File: src/rtl/sys_defs.sv
// Shared bus encodings, tag width and tag-ownership types for the memory arbiter.
package sys_defs;

  localparam int XLEN      = 32;
  localparam int MEM_TAG_W = 4;

  typedef enum logic [1:0] {
    BUS_NONE  = 2'h0,
    BUS_LOAD  = 2'h1,
    BUS_STORE = 2'h2
  } BUS_COMMAND;

  typedef enum logic {
    OWN_ICACHE = 1'b0,
    OWN_DCACHE = 1'b1
  } REQ_OWNER;

  typedef struct packed {
    logic     valid;
    REQ_OWNER owner;
  } tag_entry_t;

  function automatic logic [31:0] sat_inc32(input logic [31:0] value);
    return (&value) ? value : value + 32'd1;
  endfunction

endpackage

File: src/rtl/mem_tag_owner_table.sv
// Per-tag ownership record: which requester issued each in-flight memory tag.
// Combinational lookup; a write to a tag takes precedence over a same-cycle clear.
module mem_tag_owner_table
  import sys_defs::*;
#(
  parameter int NUM_TAGS = 16
) (
  input  logic                 clock,
  input  logic                 reset,
  input  logic                 wr_en,
  input  logic [MEM_TAG_W-1:0] wr_tag,
  input  REQ_OWNER             wr_owner,
  input  logic                 clr_en,
  input  logic [MEM_TAG_W-1:0] clr_tag,
  input  logic [MEM_TAG_W-1:0] rd_tag,
  output tag_entry_t           rd_entry
);

  logic [NUM_TAGS-1:0] valid_vec;
  logic [NUM_TAGS-1:0] owner_vec;

  generate
    for (genvar gi = 0; gi < NUM_TAGS; gi++) begin : g_entry
      tag_entry_t entry_reg;

      always_ff @(posedge clock) begin
        if (!reset) begin
          entry_reg <= '{valid: 1'b0, owner: OWN_ICACHE};
        end else if (wr_en && (wr_tag == MEM_TAG_W'(gi))) begin
          entry_reg <= '{valid: 1'b1, owner: wr_owner};
        end else if (clr_en && (clr_tag == MEM_TAG_W'(gi))) begin
          entry_reg.valid <= 1'b0;
        end
      end

      assign valid_vec[gi] = entry_reg.valid;
      assign owner_vec[gi] = entry_reg.owner;
    end
  endgenerate

  always_comb begin
    rd_entry.valid = valid_vec[rd_tag];
    rd_entry.owner = REQ_OWNER'(owner_vec[rd_tag]);
  end

endmodule

File: src/rtl/mem_bus_arbiter.sv
// Arbitrates the tagged memory port between icache and dcache and routes returning tags.
// Optional performance counters are compiled in with `define MEM_ARB_PERF_EN.
module mem_bus_arbiter
  import sys_defs::*;
#(
  parameter int STARVE_LIMIT = 4,
  parameter int NUM_TAGS     = 16
) (
  input  logic                 clock,
  input  logic                 reset,
  input  logic [1:0]           icache_command,
  input  logic [XLEN-1:0]      icache_addr,
  input  logic [1:0]           dcache_command,
  input  logic [XLEN-1:0]      dcache_addr,
  input  logic [63:0]          dcache_data,
  input  logic                 dcache_lock,
  input  logic [MEM_TAG_W-1:0] mem2proc_response,
  input  logic [MEM_TAG_W-1:0] mem2proc_tag,
  input  logic [63:0]          mem2proc_data,
  output logic [1:0]           proc2mem_command,
  output logic [XLEN-1:0]      proc2mem_addr,
  output logic [63:0]          proc2mem_data,
  output logic [MEM_TAG_W-1:0] icache_response,
  output logic [MEM_TAG_W-1:0] icache_tag,
  output logic [MEM_TAG_W-1:0] dcache_response,
  output logic [MEM_TAG_W-1:0] dcache_tag,
  output logic [63:0]          mem_data_out,
  output logic                 icache_granted
`ifdef MEM_ARB_PERF_EN
  ,
  output logic [31:0]          perf_icache_grants,
  output logic [31:0]          perf_dcache_grants,
  output logic [31:0]          perf_stall_cycles,
  output logic [31:0]          perf_orphans
`endif
);

  logic       icache_req;
  logic       dcache_req;
  logic       grant_icache;
  logic       grant_dcache;
  logic [1:0] granted_cmd;
  logic       tbl_wr_en;
  REQ_OWNER   tbl_wr_owner;
  logic       tag_hit;
  tag_entry_t rd_entry;
  logic [2:0] starve_cnt_reg;
  logic [2:0] starve_cnt_next;

  assign icache_req = (icache_command != BUS_NONE);
  assign dcache_req = (dcache_command != BUS_NONE);

  // A locked dcache beats starvation; otherwise a starved icache wins once.
  always_comb begin
    grant_icache = 1'b0;
    grant_dcache = 1'b0;
    if (dcache_req &&
        (dcache_lock || !(icache_req && (starve_cnt_reg == 3'(STARVE_LIMIT))))) begin
      grant_dcache = 1'b1;
    end else if (icache_req) begin
      grant_icache = 1'b1;
    end
  end

  always_comb begin
    granted_cmd = BUS_NONE;
    if (grant_dcache) begin
      granted_cmd = dcache_command;
    end else if (grant_icache) begin
      granted_cmd = icache_command;
    end
  end

  assign tbl_wr_en    = reset && (granted_cmd == BUS_LOAD) && (mem2proc_response != '0);
  assign tbl_wr_owner = grant_dcache ? OWN_DCACHE : OWN_ICACHE;
  assign tag_hit      = reset && (mem2proc_tag != '0) && rd_entry.valid;

  mem_tag_owner_table #(
    .NUM_TAGS(NUM_TAGS)
  ) u_owner_table (
    .clock    (clock),
    .reset    (reset),
    .wr_en    (tbl_wr_en),
    .wr_tag   (mem2proc_response),
    .wr_owner (tbl_wr_owner),
    .clr_en   (tag_hit),
    .clr_tag  (mem2proc_tag),
    .rd_tag   (mem2proc_tag),
    .rd_entry (rd_entry)
  );

  always_comb begin
    proc2mem_command = BUS_NONE;
    proc2mem_addr    = '0;
    proc2mem_data    = '0;
    icache_response  = '0;
    icache_tag       = '0;
    dcache_response  = '0;
    dcache_tag       = '0;
    mem_data_out     = '0;
    icache_granted   = 1'b0;
    if (reset) begin
      mem_data_out   = mem2proc_data;
      icache_granted = grant_icache;
      if (grant_dcache) begin
        proc2mem_command = dcache_command;
        proc2mem_addr    = dcache_addr;
        proc2mem_data    = dcache_data;
        dcache_response  = mem2proc_response;
      end else if (grant_icache) begin
        proc2mem_command = icache_command;
        proc2mem_addr    = icache_addr;
        icache_response  = mem2proc_response;
      end
      if (tag_hit) begin
        if (rd_entry.owner == OWN_DCACHE) begin
          dcache_tag = mem2proc_tag;
        end else begin
          icache_tag = mem2proc_tag;
        end
      end
    end
  end

  always_comb begin
    starve_cnt_next = starve_cnt_reg;
    if (!icache_req || grant_icache) begin
      starve_cnt_next = '0;
    end else if (starve_cnt_reg < 3'(STARVE_LIMIT)) begin
      starve_cnt_next = starve_cnt_reg + 3'd1;
    end
  end

  always_ff @(posedge clock) begin
    if (!reset) begin
      starve_cnt_reg <= '0;
    end else begin
      starve_cnt_reg <= starve_cnt_next;
    end
  end

`ifdef MEM_ARB_PERF_EN
  logic        issue_accepted;
  logic        orphan_tag;
  logic [31:0] perf_icache_grants_reg;
  logic [31:0] perf_dcache_grants_reg;
  logic [31:0] perf_stall_cycles_reg;
  logic [31:0] perf_orphans_reg;

  assign issue_accepted = (granted_cmd != BUS_NONE) && (mem2proc_response != '0);
  assign orphan_tag     = (mem2proc_tag != '0) && !rd_entry.valid;

  always_ff @(posedge clock) begin
    if (!reset) begin
      perf_icache_grants_reg <= '0;
      perf_dcache_grants_reg <= '0;
      perf_stall_cycles_reg  <= '0;
      perf_orphans_reg       <= '0;
    end else begin
      if (issue_accepted && grant_icache) begin
        perf_icache_grants_reg <= sat_inc32(perf_icache_grants_reg);
      end
      if (issue_accepted && grant_dcache) begin
        perf_dcache_grants_reg <= sat_inc32(perf_dcache_grants_reg);
      end
      if (icache_req && !grant_icache) begin
        perf_stall_cycles_reg <= sat_inc32(perf_stall_cycles_reg);
      end
      if (orphan_tag) begin
        perf_orphans_reg <= sat_inc32(perf_orphans_reg);
      end
    end
  end

  assign perf_icache_grants = reset ? perf_icache_grants_reg : '0;
  assign perf_dcache_grants = reset ? perf_dcache_grants_reg : '0;
  assign perf_stall_cycles  = reset ? perf_stall_cycles_reg  : '0;
  assign perf_orphans       = reset ? perf_orphans_reg       : '0;
`endif

endmodule

File: config.mk
export PLATFORM = sky130hd
export DESIGN_NAME = mem_bus_arbiter
export DESIGN_NICKNAME = d
export VERILOG_FILES = /design/src/rtl/sys_defs.sv /design/src/rtl/mem_tag_owner_table.sv /design/src/rtl/mem_bus_arbiter.sv
export SDC_FILE = /design/constraint.sdc
export NUM_CORES = 1
export LEC_CHECK = 0
export BUFFER_PORTS_ARGS = -buffer_cell sky130_fd_sc_hd__buf_2
export CORE_AREA = 2 2 152 154
export CTS_BUF_LIST = sky130_fd_sc_hd__clkbuf_8
export DETAILED_ROUTE_END_ITERATION = 12
export DIE_AREA = 0 0 154 156
export PLACE_DENSITY = 0.45
export SYNTH_ARGS = -nofsm -noshare
export SYNTH_HDL_FRONTEND = slang
export SYNTH_SLANG_ARGS = --single-unit
File: constraint.sdc
create_clock -name clock -period 5.9 [get_ports clock]
set_input_delay 1.77 -clock clock [delete_from_list [all_inputs] [get_ports clock]]
set_output_delay 1.77 -clock clock [all_outputs]
set_load 0.02 [all_outputs]
* Yosys cells after proc, flatten, opt, wreduce, memory -nomap -nowiden
Index checks and enable logic that the tools add are counted.
** Operators by class
- Add/subtract/negate cells :: 1
- $mul :: 0
- Div/mod/pow operators :: 0
- $lt $le $gt $ge :: 2
- Equal/unequal tests :: 32
- Shifts and indexed selects :: 0
- Muxes and demuxes :: 61
- Bitwise logic cells :: 1
- Reduce and logical (&&, ||, !) cells :: 65
** Operators by type and width (count)
- two-way mux 64 bit :: 3
- two-way mux 32 bit :: 3
- == test 4 bit, second input constant :: 16
- two-way mux 4 bit :: 11
- two-way mux 1 bit :: 39
- logical AND 1 bit :: 38
- nonzero test 2 bit :: 18
- == test 4 x 3 -> 1 bit, second input constant :: 8
- == test 4 x 2 -> 1 bit, second input constant :: 4
- binary-select mux 1 bit (select 4 bit) :: 2
- == test 4 x 1 -> 1 bit, second input constant :: 2
- zero test 4 bit :: 2
- nonzero test 4 bit :: 2
- two-way mux 2 bit :: 3
- < comparator 4 x 5 -> 1 bit, second input constant :: 1
- adder 3 x 1 -> 3 bit, second input constant :: 1
- == test 3 bit, second input constant :: 1
- < comparator 3 bit, second input constant :: 1
- == test 2 x 1 -> 1 bit, second input constant :: 1
- zero test 1 bit :: 2
- logical OR 1 bit :: 2
- OR reduction 2 bit :: 1
- NOT 1 bit :: 1
** Storage, ports and cells
- Register bits :: 35
- Latch bits :: 0
- Memory bits (writable) :: 0
- Bits in read-only memories :: 0
- Input port bits :: 207
- Output and inout bits :: 179
- Word-level logic and storage cells :: 195
- Memories kept :: 0

* Depth between registers and ports, before layout
Gate-level depths: netlist (run 1).
- Word-level depth :: 13
- Gate-level depth with buffers :: 8
- Mapped depth without buffers :: 7

* Modules after synthesis
From an unflattened synthesis (run 1), not the netlist that was laid out.
** Second synthesis, totals
- Cells, all modules :: 506
- Area, all modules :: 3498.4 um2
** By module, submodules not included
- mem_bus_arbiter :: times used 1, cells each 312, area an instance 1831.8 um2, seq. area each 60.1 um2
- mem_tag_owner_table :: times used 1, cells each 194, area an instance 1666.6 um2, seq. area each 640.6 um2

* Worst setup path after synthesis (run 1)
OpenSTA, ideal clock, no wires.
- Path kind :: input port to output port
- Start point :: input port mem2proc_tag[0]
- End point :: output port icache_tag[1]
- Arrival :: 3192 ps
- Required time :: 4130 ps
- Path slack :: 938 ps
- Stages on the path :: 5
- Buffers on the path :: 1
- Cells stage by stage :: buf_6 mux4_2 nand3_1 nand4_1 nor3_1
** On the way
- Word-level cells in the longest chain between the ends :: 5
- Elaborated cells between the ends (all ways) :: 10
- Classes of those cells :: mux: 7; reduce/logical: 3
** Ends and longest elaborated chain
- start: declaration :: line mem_bus_arbiter.sv:18 : input logic [MEM_TAG_W-1:0] mem2proc_tag,
- binary-select mux 1 bit (select 4 bit) (tied with other cells) :: line mem_tag_owner_table.sv:43 : rd_entry.owner = REQ_OWNER'(owner_vec[rd_tag]);
- two-way mux 1 bit (implied by the code) (tied with other cells) :: line mem_tag_owner_table.sv:43
- two-way mux 4 bit or logical AND 1 bit (tied branches) :: line mem_bus_arbiter.sv:116, mem_bus_arbiter.sv:76
- two-way mux 4 bit * :: line mem_bus_arbiter.sv:115 : if (tag_hit) begin
- two-way mux 4 bit * :: line mem_bus_arbiter.sv:102 : if (reset) begin
- end: declaration :: line mem_bus_arbiter.sv:24 : output logic [MEM_TAG_W-1:0] icache_tag,
Mark *: on every way between the ends. The rest lies on a longest branch, timed or not. The select of a mux whose other input is x is not followed.

* Worst setup path after layout (run 1)
- Start point :: input port mem2proc_tag[0]
- End point :: output port icache_tag[3]
The elaborated chain is that of the path after synthesis.

==> results.py, run 1 <==
metrics = {
    "status": {
        "status": "completed",
    },
    "routing": {
        "vias": 4207,
        "drt-initial-drc-count": 175,
        "drc": 0,
        "wl_per_cell_um": 14.8,
        "vias_per_cell": 4.01,
        "ant_nets": 0,
        "drt_pass1_iterations": 4,
        "finalWirelength_um": 15500,
    },
    "grt": {
        "grt_max_degree": 102,
        "grt_usage": 0.119,
        "grt_overflow_total": 0,
        "grt_pass1_vias": 3986,
        "antenna_found_initial": 1,
        "grt_pass1_wl_um": 22500,
    },
    "clock_network": {
        "clkSinkCount": 34,
        "cts_buffer_depth": 2,
        "root_buffer": "clkbuf_8",
        "post-cts-setup-buffer-count": 0,
        "cts_tree": "done",
        "clk_pin_slew_ns": 0.07,
        "postCtsHoldBufs": 0,
        "cts_resized": 0,
        "clock_latency_ns": 0.29,
        "htree_levels": 2,
        "numCtsBuffers": 5,
    },
    "place": {
        "dp_cells": 1039,
        "dpl.hpwl_um": 13000,
        "portBuffers": 385,
        "place_congestion": 0.812,
        "place_area_sq_um": 5340,
        "post-place-ws_ns": 0.669,
    },
    "sta": {
        "hold_viol_final": 0,
        "hold_ws_ns": 0.466,
        "skew_ns": 0.00983,
        "timing.final.crit_share": 0.881,
        "period_minus_slack_ns": 5.20,
        "worst_slack_ns": 0.703,
        "worst_slew_pin_slew_ns": 0.678,
        "rsz0062_at_grt": "no",
        "tns_ns": 0,
        "finalSetupViolCount": 0,
        "maxSlewHeadroom": 0.548,
        "fmax_mhz": 192,
        "finalMaxSlewViolations": 0,
    },
    "worst_setup_path": {
        "startpoint_type": "input pin",
        "required_ns": 4.13,
        "worstPathArrival_ns": 3.43,
        "slowest_stage": "mux4_2",
        "path_class": "input pin to output port",
        "critPathMaxFanout": 18,
        "crit_family": "multiplexers",
        "end_kind": "output port",
        "crit_top_cell": "buf_2",
        "crit_chain": "buf_2 > mux4_2 > nand3_1 > nand4_1 > nor3_1 > buf_2",
        "slowest_delay_ns": 0.56,
        "critPathBufInv": 2,
    },
    "layout": {
        "largest_register_ffs": 31,
        "nFillCells": 2522,
        "final_core_util": 0.243,
        "nNetsFinal": 970,
        "stdcell_area_sq_um": 5430,
        "layout-drive-gt1-share": 0.546,
        "regArea_sq_um": 681,
        "final_cells": 1050,
        "multi_input_comb_area_sq_um": 2290,
        "area_growth_syn_to_layout_pct": 71.8,
        "layout_common_cells": "buf_2 (385), and2_1 (138), dfxtp_1 (34)",
        "mostFrequentLayoutCell": "buf_2",
    },
    "yosys": {
        "synth_area_sq_um": 3160,
        "synthDistinctLibCells": 38,
        "synth_edf_count": 0,
        "netlist_instances": 397,
        "synth_area_per_cell_sq_um": 7.96,
        "yosysWarnings": 0,
        "synth-async-reset-ratio": 0,
        "ys_seq_elements": 34,
        "synth_nets": 606,
        "synth.yosys.seq_area_share": 0.215,
        "ys.flop_type": "dfxtp_1",
    },
    "floorplan": {
        "io_pins": 386,
        "die_w_um": 154,
        "row_count": 55,
        "initial_utilization": 0.141,
        "core_area_sq_um": 22400,
        "die-area_sq_um": 24000,
        "die_h_um": 156,
    },
    "power": {
        "p_int_mw": 0.460,
        "sw_frac_of_total": 0.387,
        "seqPwrFrac": 0.312,
        "leakage_nw": 3.00,
        "power_density_nw_per_um2": 138,
        "pwr-share-comb": 0.463,
        "power.switching_mw": 0.290,
        "clkPwrFrac": 0.226,
        "fin_total_pwr_mw": 0.750,
        "max-vdd-ir-drop_mv": 0.0528,
    },
    "job": {
        "drv_cap": 0,
    },
    "min_path": {
        "hold_path_class": "flip-flop to flip-flop",
    },
}
final timing paths:
path	to	cells after the start	from	slack (ns)
setup reg to reg	u_owner_table.g_entry[2].entry_reg[0]$_SDFFE_PN0P_	7	starve_cnt_reg[0]$_SDFFE_PP0N_	3.83
hold reg to reg	u_owner_table.g_entry[5].entry_reg[0]$_SDFFE_PN0P_	2	u_owner_table.g_entry[5].entry_reg[0]$_SDFFE_PN0P_	0.47
setup / recovery	icache_tag[3]	6	mem2proc_tag[0]	0.70
hold / removal	u_owner_table.g_entry[5].entry_reg[0]$_SDFFE_PN0P_	2	u_owner_table.g_entry[5].entry_reg[0]$_SDFFE_PN0P_	0.47
area by class of cell:
cell class                 instances  share of cell area
multi-input combinational        325               0.421
timing repair buffer             391               0.368
sequential                        34               0.125
tap                              285              0.0657
clock buffer                       5              0.0127
clock inverter                     3             0.00323
inverter                           4             0.00276
antenna                            3             0.00138
kinds of logic after synthesis:
group / share of synthesized area
AO/OA/AOI/OAI: 0.196
XOR/XNOR: 0.00277
adder cells (fa/ha/maj): 0.00792
buffers and inverters: 0.0610
flip-flops: 0.215
multiplexers: 0.103
AND/OR/NAND/NOR: 0.414
power groups by stage:
stage | clock, mW | combinational (mW) | sequential [mW]
floorplan | 0 | 0.195 | 0.238
global route | 0.189 | 0.373 | 0.234
finish | 0.169 | 0.347 | 0.234
global placement | 0 | 0.350 | 0.239
CTS | 0.177 | 0.351 | 0.234
detailed placement | 0 | 0.350 | 0.239
tightest hold or removal path: stages, from the launching register on:
cell	delay (ns)
dfxtp_1	0.31
nand2_1	0.05
mux2i_1	0.05
cell usage after synthesis, drive strengths merged, types with 2 or more instances:
cell type	instances	area share
nor3	5	0.0079
a21boi	16	0.039
nor2	15	0.018
inv	4	0.0047
nand4	4	0.0079
mux2i	18	0.057
nand3	7	0.011
o221a	2	0.0071
ha	2	0.0079
o21ai	15	0.024
o31ai	2	0.0047
nor3b	3	0.014
clkbuf	19	0.023
nand3b	8	0.023
a22o	32	0.089
nor2b	2	0.0040
buf	15	0.034
mux4	6	0.043
and2	138	0.27
dfxtp	34	0.22
a21oi	3	0.0047
nand2	29	0.034
nand2b	8	0.016
layer usage:
metal  vias to the layer above  track usage  part of all wire
li1                       2091            -                 -
met1                      1866        0.145              0.42
met2                       244        0.217              0.49
met3                         6       0.0256             0.082
met4                         0       0.0258            0.0068
met5                         -            0                 0
(Power assumes the default switching activity.)
==> run 2: changes to the inputs <==
--- a/config.mk
+++ b/config.mk
@@ -5,7 +5,7 @@
 export SDC_FILE = /design/constraint.sdc
 export NUM_CORES = 1
 export LEC_CHECK = 0
-export BUFFER_PORTS_ARGS = -buffer_cell sky130_fd_sc_hd__buf_2
+export BUFFER_PORTS_ARGS = -buffer_cell sky130_fd_sc_hd__buf_4
 export CORE_AREA = 2 2 152 154
 export CTS_BUF_LIST = sky130_fd_sc_hd__clkbuf_8
 export DETAILED_ROUTE_END_ITERATION = 12
==> constraint.sdc (replaced) <==
create_clock -name clock -period 5.9 [get_ports clock]
set_input_delay 0.59 -clock clock [delete_from_list [all_inputs] [get_ports clock]]
set_output_delay 0.59 -clock clock [all_outputs]
set_load 0.02 [all_outputs]
==> results.py, run 2 (synthesis gave the netlist of run 1 again) <==
metrics = {
    "grt": {
        "grt_max_degree": 82,
        "grt_pass1_vias": 4227,
        "grt_pass1_wl_um": 24900,
        "antenna_found_initial": 2,
        "grt_overflow_total": 0,
        "grt_usage": 0.133,
    },
    "power": {
        "leakage_nw": 3.22,
        "power_density_nw_per_um2": 131,
        "max-vdd-ir-drop_mv": 0.0831,
        "fin_total_pwr_mw": 0.835,
    },
    "layout": {
        "largest_register_ffs": 31,
        "final_cells": 1046,
        "area_growth_syn_to_layout_pct": 101,
        "regArea_sq_um": 681,
        "stdcell_area_sq_um": 6360,
        "layout_common_cells": "buf_4 (390), and2_1 (138), dfxtp_1 (34)",
        "final_core_util": 0.284,
        "nNetsFinal": 969,
        "mostFrequentLayoutCell": "buf_4",
        "antenna_cells": 0,
        "layout-drive-gt1-share": 0.545,
        "nFillCells": 2477,
        "multi_input_comb_area_sq_um": 2290,
    },
    "place": {
        "post-place-ws_ns": 2.79,
        "portBuffers": 385,
        "dp_cells": 1038,
        "place_area_sq_um": 6270,
        "place_congestion": 0.874,
        "dpl.hpwl_um": 14400,
    },
    "floorplan": {
        "io_pins": 386,
        "core_area_sq_um": 22400,
        "die-area_sq_um": 24000,
        "die_w_um": 154,
        "row_count": 55,
        "die_h_um": 156,
        "initial_utilization": 0.141,
    },
    "sta": {
        "tns_ns": 0,
        "hold_ws_ns": 0.461,
        "hold_viol_final": 0,
        "worst_slack_ns": 2.83,
        "skew_ns": 0.00952,
        "finalSetupViolCount": 0,
        "worst_slew_pin_slew_ns": 0.651,
        "finalMaxSlewViolations": 0,
        "rsz0062_at_grt": "no",
        "timing.final.crit_share": 0.520,
        "fmax_mhz": 326,
        "maxSlewHeadroom": 0.566,
        "period_minus_slack_ns": 3.07,
    },
    "routing": {
        "wl_per_cell_um": 16.4,
        "ant_nets": 0,
        "drt_pass1_iterations": 4,
        "drc": 0,
        "vias_per_cell": 4.03,
        "finalWirelength_um": 17100,
        "vias": 4218,
        "drt-initial-drc-count": 176,
    },
    "worst_setup_path": {
        "worstPathArrival_ns": 2.48,
        "path_class": "input pin to output port",
        "required_ns": 5.31,
        "critPathMaxFanout": 81,
        "startpoint_type": "input pin",
        "end_kind": "output port",
    },
    "clock_network": {
        "clock_latency_ns": 0.28,
        "postCtsHoldBufs": 0,
        "htree_levels": 2,
        "cts_resized": 0,
        "clkSinkCount": 34,
        "root_buffer": "clkbuf_8",
        "numCtsBuffers": 5,
        "cts_tree": "done",
        "post-cts-setup-buffer-count": 0,
        "clk_pin_slew_ns": 0.07,
        "cts_buffer_depth": 2,
    },
    "min_path": {
        "hold_path_class": "flip-flop to flip-flop",
    },
    "job": {
        "drv_cap": 0,
    },
    "status": {
        "status": "completed",
    },
}
==> run 2: where the power goes <==
part           switching (mW)  leakage, nW  internal (mW)  total, mW
Sequential            0.00174        0.274          0.232      0.234
Clock                  0.0843       0.0524         0.0925      0.177
Combinational           0.206         2.89          0.218      0.424
Total                   0.292         3.22          0.543      0.835
==> run 2: worst paths after layout <==
| path | start | end | slack [ns] | cells after the start |
|---|---|---|---|---|
| worst max-delay path | reset | icache_response[1] | 2.83 | 6 |
| worst min-delay path | u_owner_table.g_entry[15].entry_reg[0]$_SDFFE_PN0P_ | u_owner_table.g_entry[15].entry_reg[0]$_SDFFE_PN0P_ | 0.46 | 2 |
| worst max register to register | starve_cnt_reg[0]$_SDFFE_PP0N_ | u_owner_table.g_entry[15].entry_reg[0]$_SDFFE_PN0P_ | 3.83 | 7 |
| worst min register to register | u_owner_table.g_entry[15].entry_reg[0]$_SDFFE_PN0P_ | u_owner_table.g_entry[15].entry_reg[0]$_SDFFE_PN0P_ | 0.46 | 2 |
==> run 2: cell type report <==
type / count / share of cell area
Timing Repair Buffer: 390 / 0.460
Multi-Input combinational cell: 325 / 0.360
Tap cell: 285 / 0.0561
Clock inverter: 2 / 0.00138
Clock buffer: 6 / 0.0130
Inverter: 4 / 0.00236
Sequential cell: 34 / 0.107
==> run 2: routing by layer <==
layer / part of all wire / up-vias / GRT usage
met3: 0.091 / 10 / 0.0325
met2: 0.50 / 249 / 0.245
met4: 0.010 / 2 / 0.0209
met5: 0.00076 / - / 0
li1: - / 2087 / -
met1: 0.40 / 1870 / 0.157
==> run 2: critical path: stages <==
cell and delay [ns]:
buf_4 0.26, buf_4 0.55, nor3b_4 0.27, buf_4 0.40, and2_1 0.21, buf_4 0.14
